--- config.mk ---
export PLATFORM = sky130hd
export DESIGN_NAME = peg_l2_mac_rx_deframer_flat
export DESIGN_NICKNAME = d
export VERILOG_FILES = /design/src/rtl/peg_l2_mac_rx_deframer_if.sv /design/src/rtl/peg_l2_mac_rx_deframer.sv /design/src/flat_wrapper.sv
export SDC_FILE = /design/constraint.sdc
export NUM_CORES = 1
export LEC_CHECK = 0
export CAP_MARGIN = 25
export CORE_MARGIN = 1.5
export CORE_UTILIZATION = 56
export CTS_CLUSTER_SIZE = 8
export DETAILED_ROUTE_END_ITERATION = 16
export GPL_ROUTABILITY_DRIVEN = 0
export GPL_TIMING_DRIVEN = 0
export PLACE_DENSITY_LB_ADDON = 0.3
export SYNTH_ARGS = -nofsm -noshare
export SYNTH_HDL_FRONTEND = slang
export SYNTH_SLANG_ARGS = --single-unit
export TNS_END_PERCENT = 5
--- constraint.sdc ---
create_clock -name clk -period 6.89 [get_ports clk]
set_input_delay 2.067 -clock clk [delete_from_list [all_inputs] [get_ports clk]]
set_output_delay 2.067 -clock clk [all_outputs]
set_load 0.03 [all_outputs]
--- src/rtl/peg_l2_mac_rx_deframer_if.sv ---
// rtl/peg_l2_mac_rx_deframer_if.sv - byte stream bundle shared by the RS receive side and the LLC delivery side
//
// Ports (signals):
//   valid  byte valid, push-only (no ready)
//   sop    first byte of the burst/frame
//   eop    last byte of the burst/frame
//   data   DATA_W-bit byte
// Modports: master drives the stream, slave receives it.
interface peg_l2_mac_rx_deframer_if #(
   parameter int DATA_W = 8
);
   logic              valid;
   logic              sop;
   logic              eop;
   logic [DATA_W-1:0] data;

   modport master (output valid, output sop, output eop, output data);
   modport slave  (input  valid, input  sop, input  eop, input  data);
endinterface

--- src/rtl/peg_l2_mac_rx_deframer.sv ---
// rtl/peg_l2_mac_rx_deframer.sv - L2 MAC receive deframer: preamble/SFD strip, FCS check/strip, PAUSE decode
//
// Ports:
//   clk, rst_n                  clock, asynchronous active-low reset
//   config_l2_mac_rx_en         receive enable, sampled at sop in IDLE
//   config_l2_mac_rx_pause_en   enables PAUSE decode and the quanta timer
//   rs_rx  (slave)              raw bytes from RS: valid/sop/eop/data
//   llc_rx (master)             frame bytes DA..payload to LLC: valid/sop/eop/data
//   llc_rx_error                qualifies llc_rx eop: bad FCS, runt or aborted
//   mac_pause_en                high while the pause quanta is non-zero
//   l2_mac_rx_fsm_state         IDLE=0 PREAMBLE=1 DATA=2 DROP=3
//   l2_mac_rx_frm_cnt           good frames delivered, saturating
//   l2_mac_rx_err_cnt           errored or dropped frames, saturating
module peg_l2_mac_rx_deframer #(
   parameter int PKT_DATA_W = 8,
   parameter int PKT_SIZE_W = 16
) (
   input  logic                            clk,
   input  logic                            rst_n,
   input  logic                            config_l2_mac_rx_en,
   input  logic                            config_l2_mac_rx_pause_en,
   peg_l2_mac_rx_deframer_if.slave         rs_rx,
   peg_l2_mac_rx_deframer_if.master        llc_rx,
   output logic                            llc_rx_error,
   output logic                            mac_pause_en,
   output logic [1:0]                      l2_mac_rx_fsm_state,
   output logic [15:0]                     l2_mac_rx_frm_cnt,
   output logic [15:0]                     l2_mac_rx_err_cnt
);

   typedef enum logic [1:0] {
      ST_IDLE     = 2'd0,
      ST_PREAMBLE = 2'd1,
      ST_DATA     = 2'd2,
      ST_DROP     = 2'd3
   } state_t;

   typedef logic [PKT_DATA_W-1:0] byte_t;

   // Register residue of a good frame, written MSB-first; the shift register
   // itself is LSB-first, so it is bit-reversed before the compare.
   localparam logic [31:0] CRC_RESIDUE = 32'hC704DD7B;

   function automatic logic [31:0] crc_byte(input logic [31:0] c_in, input byte_t d);
      logic [31:0] c;
      c = c_in;
      for (int i = 0; i < PKT_DATA_W; i++) begin
         c = (c[0] ^ d[i]) ? ((c >> 1) ^ 32'hEDB88320) : (c >> 1);
      end
      return c;
   endfunction

   function automatic logic [31:0] bitrev32(input logic [31:0] v);
      logic [31:0] r;
      for (int i = 0; i < 32; i++) begin
         r[i] = v[31-i];
      end
      return r;
   endfunction

   state_t                  state_q, state_d, cur;
   logic [31:0]             crc_q, crc_d, crc_nx;
   logic [PKT_SIZE_W-1:0]   len_q, len_d, len_nx;
   byte_t [3:0]             dly_q, dly_d;      // [0] newest, [3] oldest
   logic [2:0]              dcnt_q, dcnt_d;    // bytes held in the delay line
   logic                    open_q, open_d;    // LLC sop sent, eop not yet
   logic                    pm_q, pm_d;        // PAUSE header still matching
   logic [15:0]             pq_q, pq_d;        // captured PAUSE quanta
   logic                    vld_q, vld_d, sop_q, sop_d, eop_q, eop_d, err_q, err_d;
   byte_t                   data_q, data_d;
   logic [15:0]             frm_q, frm_d, errc_q, errc_d;
   logic [16:0]             err_sum;
   logic [15:0]             quanta_q, quanta_d;
   logic [5:0]              presc_q, presc_d;
   logic                    pause_q, pause_d;
   logic                    frm_inc, load, frm_bad, p_care;
   logic [1:0]              err_add;
   byte_t                   p_ref;

   always_comb begin
      state_d = state_q;
      crc_d   = crc_q;
      len_d   = len_q;
      dly_d   = dly_q;
      dcnt_d  = dcnt_q;
      open_d  = open_q;
      pm_d    = pm_q;
      pq_d    = pq_q;
      vld_d   = 1'b0;
      sop_d   = 1'b0;
      eop_d   = 1'b0;
      err_d   = 1'b0;
      data_d  = data_q;
      frm_inc = 1'b0;
      err_add = 2'd0;
      load    = 1'b0;
      frm_bad = 1'b0;
      cur     = state_q;
      crc_nx  = crc_byte(crc_q, rs_rx.data);
      len_nx  = (&len_q) ? len_q : len_q + PKT_SIZE_W'(1);

      // Expected PAUSE header byte at the current DATA offset.
      p_care = 1'b0;
      p_ref  = '0;
      if (len_q < PKT_SIZE_W'(16)) begin
         p_care = 1'b1;
         case (len_q[3:0])
            4'd0:    p_ref = 8'h01;
            4'd1:    p_ref = 8'h80;
            4'd2:    p_ref = 8'hC2;
            4'd3:    p_ref = 8'h00;
            4'd4:    p_ref = 8'h00;
            4'd5:    p_ref = 8'h01;
            4'd12:   p_ref = 8'h88;
            4'd13:   p_ref = 8'h08;
            4'd14:   p_ref = 8'h00;
            4'd15:   p_ref = 8'h01;
            default: p_care = 1'b0;
         endcase
      end

      if (rs_rx.valid) begin
         // A new sop mid-burst aborts the current frame; the byte is then
         // handled as if the FSM were idle.
         if (rs_rx.sop && (state_q != ST_IDLE)) begin
            if (open_q) begin
               vld_d   = 1'b1;
               eop_d   = 1'b1;
               err_d   = 1'b1;
               data_d  = dly_q[3];
               open_d  = 1'b0;
               err_add = err_add + 2'd1;
            end
            cur = ST_IDLE;
         end

         case (cur)
            ST_IDLE: begin
               state_d = ST_IDLE;
               if (rs_rx.sop) begin
                  if (config_l2_mac_rx_en && (rs_rx.data == 8'h55) && !rs_rx.eop) begin
                     state_d = ST_PREAMBLE;
                  end else begin
                     err_add = err_add + 2'd1;
                     if (!rs_rx.eop) state_d = ST_DROP;
                  end
               end
            end
            ST_PREAMBLE: begin
               if (rs_rx.eop) begin
                  state_d = ST_IDLE;
                  err_add = err_add + 2'd1;
               end else if (rs_rx.data == 8'hD5) begin
                  state_d = ST_DATA;
                  crc_d   = 32'hFFFFFFFF;
                  len_d   = '0;
                  dcnt_d  = 3'd0;
                  pm_d    = 1'b1;
                  pq_d    = '0;
               end else if (rs_rx.data != 8'h55) begin
                  state_d = ST_DROP;
                  err_add = err_add + 2'd1;
               end
            end
            ST_DATA: begin
               crc_d = crc_nx;
               len_d = len_nx;
               dly_d = {dly_q[2:0], rs_rx.data};
               if (p_care && (rs_rx.data != p_ref)) pm_d = 1'b0;
               if (len_q == PKT_SIZE_W'(16)) pq_d[15:8] = rs_rx.data;
               if (len_q == PKT_SIZE_W'(17)) pq_d[7:0]  = rs_rx.data;
               // The last four bytes are the FCS, so output trails input by four.
               if (dcnt_q == 3'd4) begin
                  vld_d  = 1'b1;
                  sop_d  = !open_q;
                  data_d = dly_q[3];
                  open_d = 1'b1;
               end else begin
                  dcnt_d = dcnt_q + 3'd1;
               end
               if (rs_rx.eop) begin
                  state_d = ST_IDLE;
                  frm_bad = (bitrev32(crc_nx) != CRC_RESIDUE) || (len_nx < PKT_SIZE_W'(64));
                  if (dcnt_q == 3'd4) begin
                     eop_d  = 1'b1;
                     err_d  = frm_bad;
                     open_d = 1'b0;
                     if (frm_bad) err_add = err_add + 2'd1;
                     else         frm_inc = 1'b1;
                     load = !frm_bad && pm_q && config_l2_mac_rx_pause_en;
                  end else begin
                     err_add = err_add + 2'd1;
                  end
               end
            end
            default: begin
               if (rs_rx.eop) state_d = ST_IDLE;
            end
         endcase
      end

      frm_d   = (frm_inc && (frm_q != 16'hFFFF)) ? frm_q + 16'd1 : frm_q;
      err_sum = {1'b0, errc_q} + {15'd0, err_add};
      errc_d  = err_sum[16] ? 16'hFFFF : err_sum[15:0];

      // Pause timer: one quanta per 64 clocks; a reload beats a same-clock decrement.
      presc_d  = presc_q + 6'd1;
      quanta_d = quanta_q;
      if ((presc_q == 6'd63) && (quanta_q != 16'd0)) quanta_d = quanta_q - 16'd1;
      if (load) begin
         quanta_d = pq_q;
         presc_d  = 6'd0;
      end
      if (!config_l2_mac_rx_pause_en) quanta_d = 16'd0;
      pause_d = (quanta_d != 16'd0);
   end

   always_ff @(posedge clk or negedge rst_n) begin
      if (!rst_n) begin
         state_q  <= ST_IDLE;
         crc_q    <= 32'hFFFFFFFF;
         len_q    <= '0;
         dly_q    <= '0;
         dcnt_q   <= 3'd0;
         open_q   <= 1'b0;
         pm_q     <= 1'b0;
         pq_q     <= 16'd0;
         vld_q    <= 1'b0;
         sop_q    <= 1'b0;
         eop_q    <= 1'b0;
         err_q    <= 1'b0;
         data_q   <= '0;
         frm_q    <= 16'd0;
         errc_q   <= 16'd0;
         quanta_q <= 16'd0;
         presc_q  <= 6'd0;
         pause_q  <= 1'b0;
      end else begin
         state_q  <= state_d;
         crc_q    <= crc_d;
         len_q    <= len_d;
         dly_q    <= dly_d;
         dcnt_q   <= dcnt_d;
         open_q   <= open_d;
         pm_q     <= pm_d;
         pq_q     <= pq_d;
         vld_q    <= vld_d;
         sop_q    <= sop_d;
         eop_q    <= eop_d;
         err_q    <= err_d;
         data_q   <= data_d;
         frm_q    <= frm_d;
         errc_q   <= errc_d;
         quanta_q <= quanta_d;
         presc_q  <= presc_d;
         pause_q  <= pause_d;
      end
   end

   assign llc_rx.valid        = vld_q;
   assign llc_rx.sop          = sop_q;
   assign llc_rx.eop          = eop_q;
   assign llc_rx.data         = data_q;
   assign llc_rx_error        = err_q;
   assign mac_pause_en        = pause_q;
   assign l2_mac_rx_fsm_state = state_q;
   assign l2_mac_rx_frm_cnt   = frm_q;
   assign l2_mac_rx_err_cnt   = errc_q;

endmodule

--- src/flat_wrapper.sv ---
// flat-port wrapper written by rule: the top's interface ports become plain ports
module peg_l2_mac_rx_deframer_flat 
#(
   parameter int PKT_DATA_W = 8,
   parameter int PKT_SIZE_W = 16
)
  (clk, rst_n, config_l2_mac_rx_en, config_l2_mac_rx_pause_en, llc_rx_error, mac_pause_en, l2_mac_rx_fsm_state, l2_mac_rx_frm_cnt, l2_mac_rx_err_cnt, rs_rx_valid, rs_rx_sop, rs_rx_eop, rs_rx_data, llc_rx_valid, llc_rx_sop, llc_rx_eop, llc_rx_data);
  peg_l2_mac_rx_deframer_if #(.DATA_W(8)) rs_rx_i ();
  peg_l2_mac_rx_deframer_if #(.DATA_W(8)) llc_rx_i ();
  input  logic clk;
  input  logic rst_n;
  input  logic config_l2_mac_rx_en;
  input  logic config_l2_mac_rx_pause_en;
  output logic llc_rx_error;
  output logic mac_pause_en;
  output logic [1:0] l2_mac_rx_fsm_state;
  output logic [15:0] l2_mac_rx_frm_cnt;
  output logic [15:0] l2_mac_rx_err_cnt;
  input wire logic [$bits(rs_rx_i.valid)-1:0] rs_rx_valid;
  input wire logic [$bits(rs_rx_i.sop)-1:0] rs_rx_sop;
  input wire logic [$bits(rs_rx_i.eop)-1:0] rs_rx_eop;
  input wire logic [$bits(rs_rx_i.data)-1:0] rs_rx_data;
  output wire logic [$bits(llc_rx_i.valid)-1:0] llc_rx_valid;
  output wire logic [$bits(llc_rx_i.sop)-1:0] llc_rx_sop;
  output wire logic [$bits(llc_rx_i.eop)-1:0] llc_rx_eop;
  output wire logic [$bits(llc_rx_i.data)-1:0] llc_rx_data;
  assign rs_rx_i.valid = rs_rx_valid;
  assign rs_rx_i.sop = rs_rx_sop;
  assign rs_rx_i.eop = rs_rx_eop;
  assign rs_rx_i.data = rs_rx_data;
  assign llc_rx_valid = llc_rx_i.valid;
  assign llc_rx_sop = llc_rx_i.sop;
  assign llc_rx_eop = llc_rx_i.eop;
  assign llc_rx_data = llc_rx_i.data;
  peg_l2_mac_rx_deframer #(.PKT_DATA_W(PKT_DATA_W), .PKT_SIZE_W(PKT_SIZE_W)) u_core (.clk(clk), .rst_n(rst_n), .config_l2_mac_rx_en(config_l2_mac_rx_en), .config_l2_mac_rx_pause_en(config_l2_mac_rx_pause_en), .rs_rx(rs_rx_i), .llc_rx(llc_rx_i), .llc_rx_error(llc_rx_error), .mac_pause_en(mac_pause_en), .l2_mac_rx_fsm_state(l2_mac_rx_fsm_state), .l2_mac_rx_frm_cnt(l2_mac_rx_frm_cnt), .l2_mac_rx_err_cnt(l2_mac_rx_err_cnt));
endmodule
# Yosys cells after proc, flatten, opt, wreduce, memory -nomap -nowiden
# Index checks and enable logic that the tools add are counted.
# W data, S select, Z words.
# word_totals
register_bits	170
output_inout_bits	47
input_bits	15
word_cells	195
# classes
n_mux	91
n_reduce_logical	29
eq_ne	28
n_lt_le_gt_ge	2
bitwise_logic	16
n_addsub	7
# op_table
cell	count
$mux W32	10
$mux W16	7
$not A13 Y14	8
$pmux W16 S2	2
$pmux W32 S2	1
$mux W8	7
$mux W2	20
$pmux W8 S5	1
$mux W1	35
$add A16 B1 Y16 const B	2
$eq A16 B5 Y1 const B	2
$ne A32 B32 Y1 const B	1
$reduce_bool A16 Y1	2
$reduce_and A5 Y1	4
$add A16 B2 Y17	1
$eq A4 B4 Y1 const B	4
$lt A16 B5 Y1 const B	1
$lt A16 B7 Y1 const B	1
$ne A16 B16 Y1 const B	1
$reduce_and A16 Y1	1
$sub A16 B1 Y16 const B	1
$reduce_or A10 Y1	1
$mux W3	3
$eq A4 B2 Y1 const B	2
other kinds (33)	55

# Depth between registers and ports, before layout
# depth
word_depth	28
ltp_mapped	26

# Worst setup path after synthesis
# Ideal clock, no wire load.
# synth_path
path_kind	input to register
startpoint	input rs_rx_data[3]
endpoint	register u_core.errc_q[10], in the netlist u_core.l2_mac_rx_err_cnt[10]
required_time_ns	6.822
arrival_ns	6.668
cell_stages	24
setup_ns	0.068
path_slack_ns	0.155
path_cell_list	xnor2_1 > xnor2_1 > xor2_1 > xnor2_1 > nor3b_1 > o2111ai_2 > nor3_1 > inv_1 > ha_1 > o2111ai_1 > a21oi_1 > a21oi_1 > nor2b_1 > ha_1 > inv_1 > fa_1 > nor2_1 > and3_1 > and2_1 > nand4_1 > nor2_1 > nand3_1 > clkbuf_1 > nand2_1
# synth_between
elab_chain_cells	18
# synth_rtl
element	line	rtl
from (decl)	flat_wrapper.sv:22	input wire logic [$bits(rs_rx_i.data)-1:0] rs_rx_data;
$xor A1 B1 Y1	peg_l2_mac_rx_deframer.sv:48	c = (c[0] ^ d[i]) ? ((c >> 1) ^ 32'hEDB88320) : (c >> 1);
$mux W32	peg_l2_mac_rx_deframer.sv:48	
$not A13 Y14 (no line) / $mux W32 (equally long branches)	-	
$mux W32 / $not A13 Y14 (equally long branches)	-	
$not A13 Y14 (no line) / $mux W32 (equally long branches)	-	
$mux W32 / $not A13 Y14 (equally long branches)	-	
$mux W32	peg_l2_mac_rx_deframer.sv:48	
$not A13 Y14 (no line)	-	
[... 3 more ...]	-	
$mux W2	peg_l2_mac_rx_deframer.sv:188	if (frm_bad) err_add = err_add + 2'd1;
$mux W2	peg_l2_mac_rx_deframer.sv:184	if (dcnt_q == 3'd4) begin
$mux W2	peg_l2_mac_rx_deframer.sv:181	if (rs_rx.eop) begin
$pmux W2 S3 (*)	peg_l2_mac_rx_deframer.sv:137	case (cur)
$mux W2 (*)	peg_l2_mac_rx_deframer.sv:122	if (rs_rx.valid) begin
$add A16 B2 Y17 (*)	peg_l2_mac_rx_deframer.sv:203	err_sum = {1'b0, errc_q} + {15'd0, err_add};
$mux W16 (*)	peg_l2_mac_rx_deframer.sv:204	errc_d = err_sum[16] ? 16'hFFFF : err_sum[15:0];
named net u_core.errc_d[10]	peg_l2_mac_rx_deframer.sv:71	logic [15:0] frm_q, frm_d, errc_q, errc_d;
to (signal assigned)	peg_l2_mac_rx_deframer.sv:253	errc_q <= errc_d;
to (decl)	peg_l2_mac_rx_deframer.sv:71	
# Mark *: on every way through the listed nets, which the timed path passes. The rest lies on a longest branch.
# A chain may end at the register's enable or synchronous reset.

# Worst setup path after layout
# layout_path
startpoint	input rs_rx_data[3]
endpoint	register u_core.errc_q[5], in the netlist u_core.l2_mac_rx_err_cnt[5]
# The elaborated chain is that of the path after synthesis.

==> run_summary.xml <==
<?xml version="1.0" encoding="UTF-8"?>
<metrics>
  <group name="outcome">
    <metric name="outcome" unit="">finished clean</metric>
  </group>
  <group name="power_and_ir_drop">
    <metric name="switching_power" unit="mW">1.968</metric>
    <metric name="internal_power" unit="mW">2.910</metric>
    <metric name="combinational_power_share" unit="">0.499</metric>
    <metric name="pwr-share-clk" unit="">0.199</metric>
    <metric name="ir_drop" unit="mV">0.4517</metric>
    <metric name="power_density" unit="nW/µm²">426.8</metric>
    <metric name="switching_share" unit="">0.4035</metric>
    <metric name="total_leakage_power" unit="nW">4.936</metric>
    <metric name="p_seq_frac" unit="">0.302</metric>
  </group>
  <group name="floorplan">
    <metric name="fp.dieW" unit="µm">131.9</metric>
    <metric name="top_level_i_o_count" unit="">62</metric>
    <metric name="num_rows" unit="">46</metric>
    <metric name="die-height" unit="µm">131.9</metric>
    <metric name="die_area" unit="µm²">17400</metric>
    <metric name="start_util" unit="">0.5794</metric>
    <metric name="core_region_area" unit="µm²">16060</metric>
  </group>
  <group name="cells_and_area">
    <metric name="syn_to_final_growth" unit="%">22.85</metric>
    <metric name="final_cells" unit="">1317</metric>
    <metric name="final_core_utilization" unit="">0.7118</metric>
    <metric name="post_route_cells_drive_above_1_share" unit="">0.1708</metric>
    <metric name="num-nets-final" unit="">1120</metric>
    <metric name="antenna_cells" unit="">0</metric>
  </group>
  <group name="clocking">
    <metric name="cts.sink_count" unit="">170</metric>
    <metric name="clockBufferDepth" unit="">2</metric>
    <metric name="cts.reportedPaths.clkPinSlew" unit="ps">70</metric>
    <metric name="clock_tree.htree_level_count" unit="">4</metric>
    <metric name="cts_root_buffer" unit="">clkbuf_16</metric>
    <metric name="tritoncts" unit="">yes</metric>
    <metric name="cts-buffers-inserted" unit="">17</metric>
    <metric name="clkLatencyLatePin" unit="ps">450</metric>
    <metric name="cts_hold_buffers" unit="">0</metric>
  </group>
  <group name="routing">
    <metric name="drt.antenna.violating_nets" unit="">0</metric>
    <metric name="detail_route.wl_per_cell" unit="µm">18.13</metric>
    <metric name="route.final.wire_length" unit="µm">23880</metric>
    <metric name="route.detailed.vias_per_inst" unit="">5.932</metric>
    <metric name="drtIter0Drc" unit="">531</metric>
    <metric name="detail_route.first_pass.iterations" unit="">5</metric>
    <metric name="vias" unit="">7813</metric>
    <metric name="drc_errors" unit="">0</metric>
  </group>
  <group name="timing">
    <metric name="final-setup-viol-count" unit="">0</metric>
    <metric name="tightest_pin_transition" unit="ps">829.7</metric>
    <metric name="fin_ws" unit="ps">252.3</metric>
    <metric name="slew_headroom" unit="">0.4468</metric>
    <metric name="timing.clock.skew" unit="ps">14.45</metric>
    <metric name="timing_hold_violations_final" unit="">0</metric>
    <metric name="slew_viol_final" unit="">0</metric>
    <metric name="finalWorstPathRequiredPeriod" unit="ps">6638</metric>
    <metric name="post-route-period-util" unit="">0.9634</metric>
    <metric name="fmaxAchievable" unit="GHz">0.1507</metric>
  </group>
  <group name="place">
    <metric name="pre_cts_ws" unit="ps">-1937</metric>
    <metric name="placed_cells" unit="">1254</metric>
    <metric name="buffer_ports.inserted" unit="">60</metric>
    <metric name="dp.final_hpwl" unit="µm">15060</metric>
  </group>
  <group name="synthesis">
    <metric name="avgSynthCellArea" unit="µm²">9.523</metric>
    <metric name="ys_seq_area_frac" unit="">0.4615</metric>
    <metric name="dominantRegCellSynth" unit="">dfrtp_1</metric>
    <metric name="synth-edff-count" unit="">0</metric>
    <metric name="post-synth-top-count-cell" unit="">nand2_1</metric>
    <metric name="synth.cell_area" unit="µm²">9304</metric>
    <metric name="yosysTopAreaCellShare" unit="">0.3712</metric>
    <metric name="yosysWarningCount" unit="">0</metric>
    <metric name="synthTopCellsByCount" unit="">nand2_1, dfrtp_1, xnor2_1, nor2_1, a21oi_1</metric>
    <metric name="ys_ff_latch" unit="">170</metric>
    <metric name="syn_inst" unit="">977</metric>
    <metric name="netlist.top_cell.by_area" unit="">dfrtp_1</metric>
    <metric name="postSynthNetCount" unit="">1009</metric>
    <metric name="ys_async_sr_fraction" unit="">1.000</metric>
    <metric name="unique_masters_post_synth" unit="">78</metric>
    <metric name="synth.top_cells.by_area" unit="">dfrtp_1, dfstp_2, nand2_1</metric>
  </group>
  <group name="worst_setup_path">
    <metric name="critical_path_arrival" unit="ps">7020</metric>
    <metric name="path_class" unit="">in -&gt; reg</metric>
    <metric name="endpoint_kind" unit="">register</metric>
    <metric name="cp.required" unit="ps">7270</metric>
    <metric name="ff2ff_path_depth" unit="">24</metric>
    <metric name="timing.critical_path.from_type" unit="">input port</metric>
    <metric name="crit_path_max_fanout" unit="">10</metric>
  </group>
  <group name="global_route">
    <metric name="grt_antenna_before_repair" unit="">0</metric>
    <metric name="grt_util_all_layers" unit="">0.2700</metric>
    <metric name="grt_ovf" unit="">0</metric>
    <metric name="largest_net_degree_at_the_start_of_global_routing" unit="">88</metric>
    <metric name="grt_pass1_wl" unit="µm">37660</metric>
    <metric name="number_of_global_route_vias_before_repair" unit="">7596</metric>
  </group>
  <group name="hold_path">
    <metric name="worst_hold_path_type" unit="">reg -&gt; reg</metric>
    <metric name="worstHoldPathCells" unit="">1</metric>
  </group>
  <group name="flow_run">
    <metric name="maxCapViolations" unit="">0</metric>
  </group>
</metrics>
## critical path: stages
cell and delay (ps):
clkdlybuf4s15_2 310, xnor2_4 210, buf_12 160, xnor2_4 130, buf_12 150, xnor2_2 250, mux2i_1 250, a31oi_2 140
nor3_2 190, nand3_2 130, nor3_4 260, inv_1 80, ha_1 290, o2111ai_1 120, a21oi_1 200, a21oi_1 60
nor2b_1 140, ha_1 180, inv_1 60, fa_2 360, nor2_2 150, and3_1 180, and2_4 160, nand4_1 160
nor2_2 200, nand3_2 130, clkbuf_8 190, nand2_1 70
## registers in the layout, indices dropped and copies added, names as in the netlist, 2 cells and up
signal and flops:
u_core.pq_q 16, u_core.len_q 16, u_core.crc_q 32, u_core.l2_mac_rx_err_cnt 16, u_core.llc_rx.data 8, u_core.dcnt_q 3, u_core.dly_q 32, u_core.quanta_q 16
u_core.presc_q 6, u_core.l2_mac_rx_frm_cnt 16, u_core.l2_mac_rx_fsm_state 2
## stage by stage
step	hold WS (ps)	area, µm²	setup TNS, ps	power, mW
final	458.4	11430	0	4.879
after global routing	494.8	11430	-177.5	5.093
after CTS	467.7	11250	0	4.472
after detailed placement	456.7	10210	-28550	3.209
after global placement	442.3	10170	-487280	3.161
after floorplan	427.8	9304	0	2.821
## final cells by class
class                      count  area (µm²)
inverter                      26       97.59
sequential                   170        4294
buffer                        42       202.7
clock buffer                  17       425.4
fill                        1163        4628
timing repair buffer          92       894.6
clock inverter                15       182.7
multi-input combinational    739        5062
tap                          216       270.3
## layer usage
layer / global-route usage / share of wire
met5: 0 / 0
met3: 0.05575 / 0.057
met1: 0.3409 / 0.41
met2: 0.4523 / 0.50
met4: 0.1154 / 0.034
## path summary, 6_finish.rpt
path | startpoint | end | slack [ps]
worst max-delay path | rs_rx_data[3] | u_core.l2_mac_rx_err_cnt[5]$_DFF_PN0_ | 250
worst min-delay path | u_core.presc_q[0]$_DFF_PN0_ | u_core.presc_q[0]$_DFF_PN0_ | 460
worst max register to register | u_core.len_q[9]$_DFFE_PN0P_ | u_core.l2_mac_rx_err_cnt[5]$_DFF_PN0_ | 1290
worst min register to register | u_core.presc_q[0]$_DFF_PN0_ | u_core.presc_q[0]$_DFF_PN0_ | 460
max in group asynchronous | rst_n | u_core.crc_q[15]$_DFFE_PN1P_ | 4490
min in group asynchronous | rst_n | u_core.dly_q[7]$_DFFE_PN0P_ | 1620
## kinds of logic after synthesis
| logic type | after synthesis | synth area share |
|---|---|---|
| AO/OA/AOI/OAI | 144 | 0.1029 |
| XOR/XNOR | 117 | 0.1252 |
| adder cells (fa/ha/maj) | 17 | 0.02367 |
| multiplexers | 27 | 0.03187 |
| flip-flops | 170 | 0.4615 |
| AND/OR/NAND/NOR | 434 | 0.2246 |
| buffers and inverters | 68 | 0.03026 |
## cell usage in the layout, fill, tap and decap left out, drive strengths merged, types with 4 or more instances in the layout
master         Yosys  routed
nand2            194     194
dfrtp            138     138
xnor2             83      83
nor2              72      72
clkbuf            35      54
clkdlybuf4s50      0      51
a21oi             50      50
buf                7      44
dfstp             32      32
nand3             32      32
inv               25      32
o21ai             29      29
xor2              28      28
nand4             24      24
mux2              21      21
nor3              20      20
nor4              18      18
and2              17      17
ha                16      16
o2bb2ai           14      14
and3              12      12
nor2b              8       8
a31oi              8       8
clkinv             1       8
or3                6       6
mux2i              6       6
o22a               6       6
nor4b              6       6
o21a               5       5
xnor3              5       5
nor3b              5       5
or2                4       4
o31ai              4       4
a211oi             4       4
or4                4       4
## power by group through the flow
stage / clock (mW) / combinational (mW) / sequential [mW]
2_1_floorplan: 0 / 1.37 / 1.45
3_3_place_gp: 0 / 1.71 / 1.45
3_5_place_dp: 0 / 1.76 / 1.45
4_1_cts: 0.970 / 2.05 / 1.45
5_1_grt: 1.02 / 2.58 / 1.49
6_report: 0.973 / 2.43 / 1.47
## timing repair
action | 4_1_cts | 5_1_grt
pin swaps | 13 | 12
buffers inserted | 21 | 10
endpoints found under the setup margin | 16 | 16
resized for setup | 54 | 33
Power figures use the tool's default switching activity.
